## config.mk

```make
export PLATFORM = sky130hd
export DESIGN_NAME = freq_meter
export DESIGN_NICKNAME = d
export VERILOG_FILES = /design/src/rtl/freq_meter.sv
export SDC_FILE = /design/constraint.sdc
export NUM_CORES = 1
export LEC_CHECK = 0
export ABC_CLOCK_PERIOD_IN_PS = 6200
export CAP_MARGIN = 20
export CORE_MARGIN = 3
export CORE_UTILIZATION = 50
export CTS_CLUSTER_SIZE = 8
export DETAILED_ROUTE_END_ITERATION = 8
export GPL_TIMING_DRIVEN = 0
export PLACE_DENSITY = 0.71
export SYNTH_ARGS = -nofsm -noshare
export SYNTH_HDL_FRONTEND = slang
export SYNTH_SLANG_ARGS = --single-unit
```

## constraint.sdc

```tcl
create_clock -name clkin -period 6.2 [get_ports clkin]
set_input_delay 1.86 -clock clkin [delete_from_list [all_inputs] [get_ports clkin]]
set_output_delay 1.86 -clock clkin [all_outputs]
set_load 0.005 [all_outputs]
```

## src/rtl/freq_meter.sv

```systemverilog
`timescale 1ns/1ps
// freq_meter: counts rising edges of a slow asynchronous square wave over a
// fixed gate window of GATE_CYCLES clkin cycles and latches the count.
// Windows run back to back while en=1. Each completed window has one dead
// cycle (LATCH) in which edges are not counted.
//
// Ports:
//   clkin      system clock, rising edge
//   rst        asynchronous active-low reset
//   en         1 = run gate windows continuously, 0 = stop / abort window
//   sigin      measured signal, asynchronous to clkin
//   freq_out   rising edges counted in the last completed window
//   freq_valid one-cycle pulse when freq_out (and freq_bcd) update
//   overflow   last completed window saturated the edge counter
//   busy       high while a gate window is in progress
//   freq_bcd   (FREQ_METER_BCD_EN only) 8 BCD digits of freq_out,
//              32'h99999999 when freq_out > 99999999
//
// Optional feature macro: FREQ_METER_BCD_EN adds freq_bcd and a sequential
// shift-add-3 converter; freq_valid then fires once the conversion is done.
module freq_meter #(
    parameter int unsigned GATE_CYCLES = 50000000,
    parameter int unsigned CNT_W       = 32
) (
    input  logic             clkin,
    input  logic             rst,
    input  logic             en,
    input  logic             sigin,
    output logic [CNT_W-1:0] freq_out,
    output logic             freq_valid,
    output logic             overflow,
    output logic             busy
`ifdef FREQ_METER_BCD_EN
    ,
    output logic [31:0]      freq_bcd
`endif
);

    localparam int unsigned      GW        = $clog2(GATE_CYCLES);
    localparam logic [GW-1:0]    GATE_LAST = GW'(GATE_CYCLES - 1);
    localparam logic [CNT_W-1:0] CNT_MAX   = '1;

    typedef enum logic [1:0] {IDLE, GATE, LATCH} state_t;

    state_t           state;
    state_t           state_nxt;
    logic             s1;
    logic             s2;
    logic             s3;
    logic             sig_edge;
    logic [GW-1:0]    gate_cnt;
    logic [CNT_W-1:0] edge_cnt;
    logic             sat;

    // Two-flop synchronizer, one more stage for the edge history, edge registered
    always_ff @(posedge clkin or negedge rst) begin
        if (!rst) begin
            s1       <= 1'b0;
            s2       <= 1'b0;
            s3       <= 1'b0;
            sig_edge <= 1'b0;
        end else begin
            s1       <= sigin;
            s2       <= s1;
            s3       <= s2;
            sig_edge <= s2 & ~s3;
        end
    end

    // State register
    always_ff @(posedge clkin or negedge rst) begin
        if (!rst) begin
            state <= IDLE;
        end else begin
            state <= state_nxt;
        end
    end

    // Next-state logic; dropping en aborts a window in progress
    always_comb begin
        state_nxt = state;
        case (state)
            IDLE:    if (en) state_nxt = GATE;
            GATE: begin
                if (!en) begin
                    state_nxt = IDLE;
                end else if (gate_cnt == GATE_LAST) begin
                    state_nxt = LATCH;
                end
            end
            LATCH:   state_nxt = en ? GATE : IDLE;
            default: state_nxt = IDLE;
        endcase
    end

    // Gate and edge counters, cleared on every entry into GATE
    always_ff @(posedge clkin or negedge rst) begin
        if (!rst) begin
            gate_cnt <= '0;
            edge_cnt <= '0;
            sat      <= 1'b0;
        end else if (state_nxt == GATE && state != GATE) begin
            gate_cnt <= '0;
            edge_cnt <= '0;
            sat      <= 1'b0;
        end else if (state == GATE) begin
            gate_cnt <= gate_cnt + GW'(1);
            if (sig_edge) begin
                if (edge_cnt == CNT_MAX) begin
                    sat <= 1'b1;
                end else begin
                    edge_cnt <= edge_cnt + CNT_W'(1);
                end
            end
        end
    end

    // Result registers and busy
    always_ff @(posedge clkin or negedge rst) begin
        if (!rst) begin
            freq_out <= '0;
            overflow <= 1'b0;
            busy     <= 1'b0;
        end else begin
            busy <= (state_nxt == GATE);
            if (state == LATCH) begin
                freq_out <= edge_cnt;
                overflow <= sat;
            end
        end
    end

`ifdef FREQ_METER_BCD_EN
    localparam int unsigned    CW        = (CNT_W > 1) ? $clog2(CNT_W) : 1;
    localparam logic [CW-1:0]  CONV_LAST = CW'(CNT_W - 1);

    logic [CNT_W-1:0] bin_sh;
    logic [31:0]      bcd_sh;
    logic [31:0]      bcd_adj;
    logic [31:0]      bcd_step;
    logic [CW-1:0]    conv_cnt;
    logic             conv_run;
    logic             big;

    // Add 3 to every digit >= 5 before the next shift
    always_comb begin
        bcd_adj = bcd_sh;
        for (int i = 0; i < 8; i++) begin
            if (bcd_sh[4*i +: 4] >= 4'd5) begin
                bcd_adj[4*i +: 4] = bcd_sh[4*i +: 4] + 4'd3;
            end
        end
    end

    assign bcd_step = {bcd_adj[30:0], bin_sh[CNT_W-1]};

    // Shift-add-3 converter, restarted by every LATCH
    always_ff @(posedge clkin or negedge rst) begin
        if (!rst) begin
            bin_sh     <= '0;
            bcd_sh     <= '0;
            conv_cnt   <= '0;
            conv_run   <= 1'b0;
            big        <= 1'b0;
            freq_bcd   <= '0;
            freq_valid <= 1'b0;
        end else begin
            freq_valid <= 1'b0;
            if (state == LATCH) begin
                bin_sh   <= edge_cnt;
                bcd_sh   <= '0;
                conv_cnt <= '0;
                conv_run <= 1'b1;
                big      <= 64'(edge_cnt) > 64'd99999999;
            end else if (conv_run) begin
                bcd_sh   <= bcd_step;
                bin_sh   <= {bin_sh[CNT_W-2:0], 1'b0};
                conv_cnt <= conv_cnt + CW'(1);
                if (conv_cnt == CONV_LAST) begin
                    conv_run   <= 1'b0;
                    freq_bcd   <= big ? 32'h99999999 : bcd_step;
                    freq_valid <= 1'b1;
                end
            end
        end
    end
`else
    // Result pulse in the cycle after LATCH
    always_ff @(posedge clkin or negedge rst) begin
        if (!rst) begin
            freq_valid <= 1'b0;
        end else begin
            freq_valid <= (state == LATCH);
        end
    end
`endif

endmodule
```

==> metrics.yaml <==
floorplan:
  start_util_pct: 52.3
  die_area_sq_um: 10500
  std_cell_rows: 34
  die_x_um: 102
  boundaryPins: 39
  fp.dieH_um: 102
  core_sq_um: 8850
worst_setup_path:
  worstPathBufferInverterCount: 3
  r2r_start: "edge_cnt[20]"
  end_kind: "flip-flop"
  worstSetupPathType: "input port to flip-flop"
  crit_required_ns: 6.47
  r2r_slack_ns: 3.64
  rr_endpoint: "edge_cnt[11]"
  cpPeakStageDelay_ns: 0.48
  worstPathMaxFanout: 10
  start_kind: "input port"
  cp_slowest_cell: "clkdlybuf4s50_1"
  path_cells: "clkdlybuf4s50_1, nand2b_1, clkbuf_1, clkbuf_1, o211ai_1, o31ai_1"
  worst_ep_arrival_time_ns: 3.54
  cp.depth: 6
  cp_top_family: "buffers and inverters"
  ff2ff_path_depth: 7
  timing.critical_path.mode_cell: "clkbuf_1"
sta:
  fin_worst_skew_ns: 0.0117
  slew_viol_final: 0
  fin_setup_tns_ns: 0
  worst_pin_slew_ns: 0.886
  relSlewSlack_pct: 40.4
  hold_viol_final: 0
  post-route-period-util_pct: 52.7
  min_period_ns: 3.27
  rsz0062_at_grt: "false"
  max_freq_mhz: 306
  setup_viol: 0
  fin_ws_ns: 2.93
  hold_slack_ns: 0.362
routing:
  routed_wl_um: 9370
  routed_via_density: 5.89
  drt_iter0_drc: 130
  postRouteAntennaNets: 0
  wire_per_inst_um: 15.7
  dr.pass1.iters: 4
  vias: 3504
  drc: 0
global_routing:
  grt_pass1_vias: 3314
  antenna_found_initial: 0
  grt_usage_pct: 19.0
  grt_overflow: 0
  grt_start_max_net_pins: 61
  grt_first_pass_wirelength_um: 15800
synthesis:
  ys_top_cells_by_count: "100 x dfrtp_1, 41 x nand2_1, 30 x mux2_2, 28 x o21ai_0"
  syn_avg_cell_area_sq_um: 10.7
  synth_edf_count: 0
  ys_types: 48
  ys_seq_area_share_pct: 54.0
  synth.most_common_cell: "dfrtp_1"
  synth_nets: 438
  ys.flop_type: "dfrtp_1"
  synth_top_area_share_pct: 54.0
  yosysWarningCount: 0
  yosysTopAreaCell: "dfrtp_1"
  async_flop_share_pct: 100
  synth_cells: 432
  synth_area_leaders: "dfrtp_1 54%, mux2_2 7.3%, nand2_1 3.3%"
  synth_area_sq_um: 4630
  ys_ff_latch: 100
power_and_ir_drop:
  powerDensity_nw_per_um2: 209
  pwr-share-seq_pct: 60.9
  p_int_mw: 0.833
  pwr-share-clk_pct: 34.0
  p_comb_share_pct: 5.1
  switching_share_pct: 25.5
  ir_drop_uv: 128
  leakagePower_nw: 2.30
  power_mw: 1.12
  switching_power_mw: 0.285
final_layout:
  final_area_sq_um: 5350
  final_util_pct: 60.4
  final_cells: 595
  nets: 488
  diodes: 0
  drive_gt1_share_pct: 13.3
  syn_to_final_growth_pct: 15.5
outcome:
  status: "complete, no violations"
cts:
  post_cts.repair.setup_buffers: 0
  cts_buffers: 9
  clock-root-buffer: "clkbuf_8"
  clk_latency_ns: 0.36
  clk_pin_slew_ns: 0.10
  cts_resized: 0
  cts_sinks: 100
  cts_tree: "built"
  clockBufferDepth: 2
  ctsHtreeMaxLevel: 3
  cts_hold_buf: 0
placed_design:
  place_ws_ns: 2.54
  place_inst: 579
  placed_area_sq_um: 5170
  post-dp-hpwl_um: 6740
  port_buffers: 38
  routabilityCongestion: 0.860
hold_path:
  min_path_cells: 0
  min_to: "s2"
  hold_start: "s1"
  holdCritPathClass: "flip-flop to flip-flop"
run:
  maxCapViolCount: 0
==> power groups by stage <==
stage	combinational (mW)	clock (mW)	sequential, mW
2_1_floorplan	0.0316	0	0.690
4_1_cts	0.0582	0.392	0.681
3_5_place_dp	0.0579	0	0.694
5_1_grt	0.0656	0.415	0.683
3_3_place_gp	0.0554	0	0.693
6_report	0.0569	0.380	0.681
==> state kept, by name, summed over array words and instances (netlist names), 2 cells and up <==
name	count
edge_cnt	32
freq_out	32
gate_cnt	26
state	2
==> cell families after synthesis <==
kind of cell / Yosys count / synth area share (%)
buffers and inverters: 26 / 2.70
DFF: 100 / 54.0
muxes: 37 / 8.81
and+or+nand+nor: 171 / 20.6
xor gates and xnor gates: 7 / 1.32
adders and majority gates: 2 / 0.540
AOI/OAI and AO/OA: 89 / 12.0
==> per-layer routing <==
metal	vias up	track usage, %	wire [um]
met2	47	31.0	4570
met4	0	5.85	113
met3	14	3.28	276
li1	1704	-	-
met1	1739	26.0	4410
met5	-	0	0
==> how the worst max path moves through the flow <==
stage                     startpoint            to  slack (ns)
after CTS                         en   edge_cnt[6]        2.93
after global routing              en   edge_cnt[4]        2.78
final                             en  gate_cnt[23]        2.93
after detailed placement          en  gate_cnt[23]        2.54
after floorplan                   en  edge_cnt[18]        3.48
after global placement           rst  gate_cnt[11]       -0.41
==> cells in the final DEF (no fill, tap or decap), drive strengths merged, types with 18 or more instances in the layout <==
cell           instances
mux2                  30
o21ai                 28
nand2                 41
nand3                 21
o31ai                 18
clkbuf                21
a21oi                 19
clkdlybuf4s50         37
dfrtp                100
nor2                  21
==> final cells by class <==
type                    instances  area, sq um
repair buffers                 39          405
clock buffers                   9          124
clock inverters                 7         51.3
flip-flops and latches        100         2500
fillers                       754         3500
well taps                     108          135
inverters                       8         30.0
multi-input cells             306         2000
plain buffers                  18         95.1
Note: power is estimated with default switching activity, not from simulation.
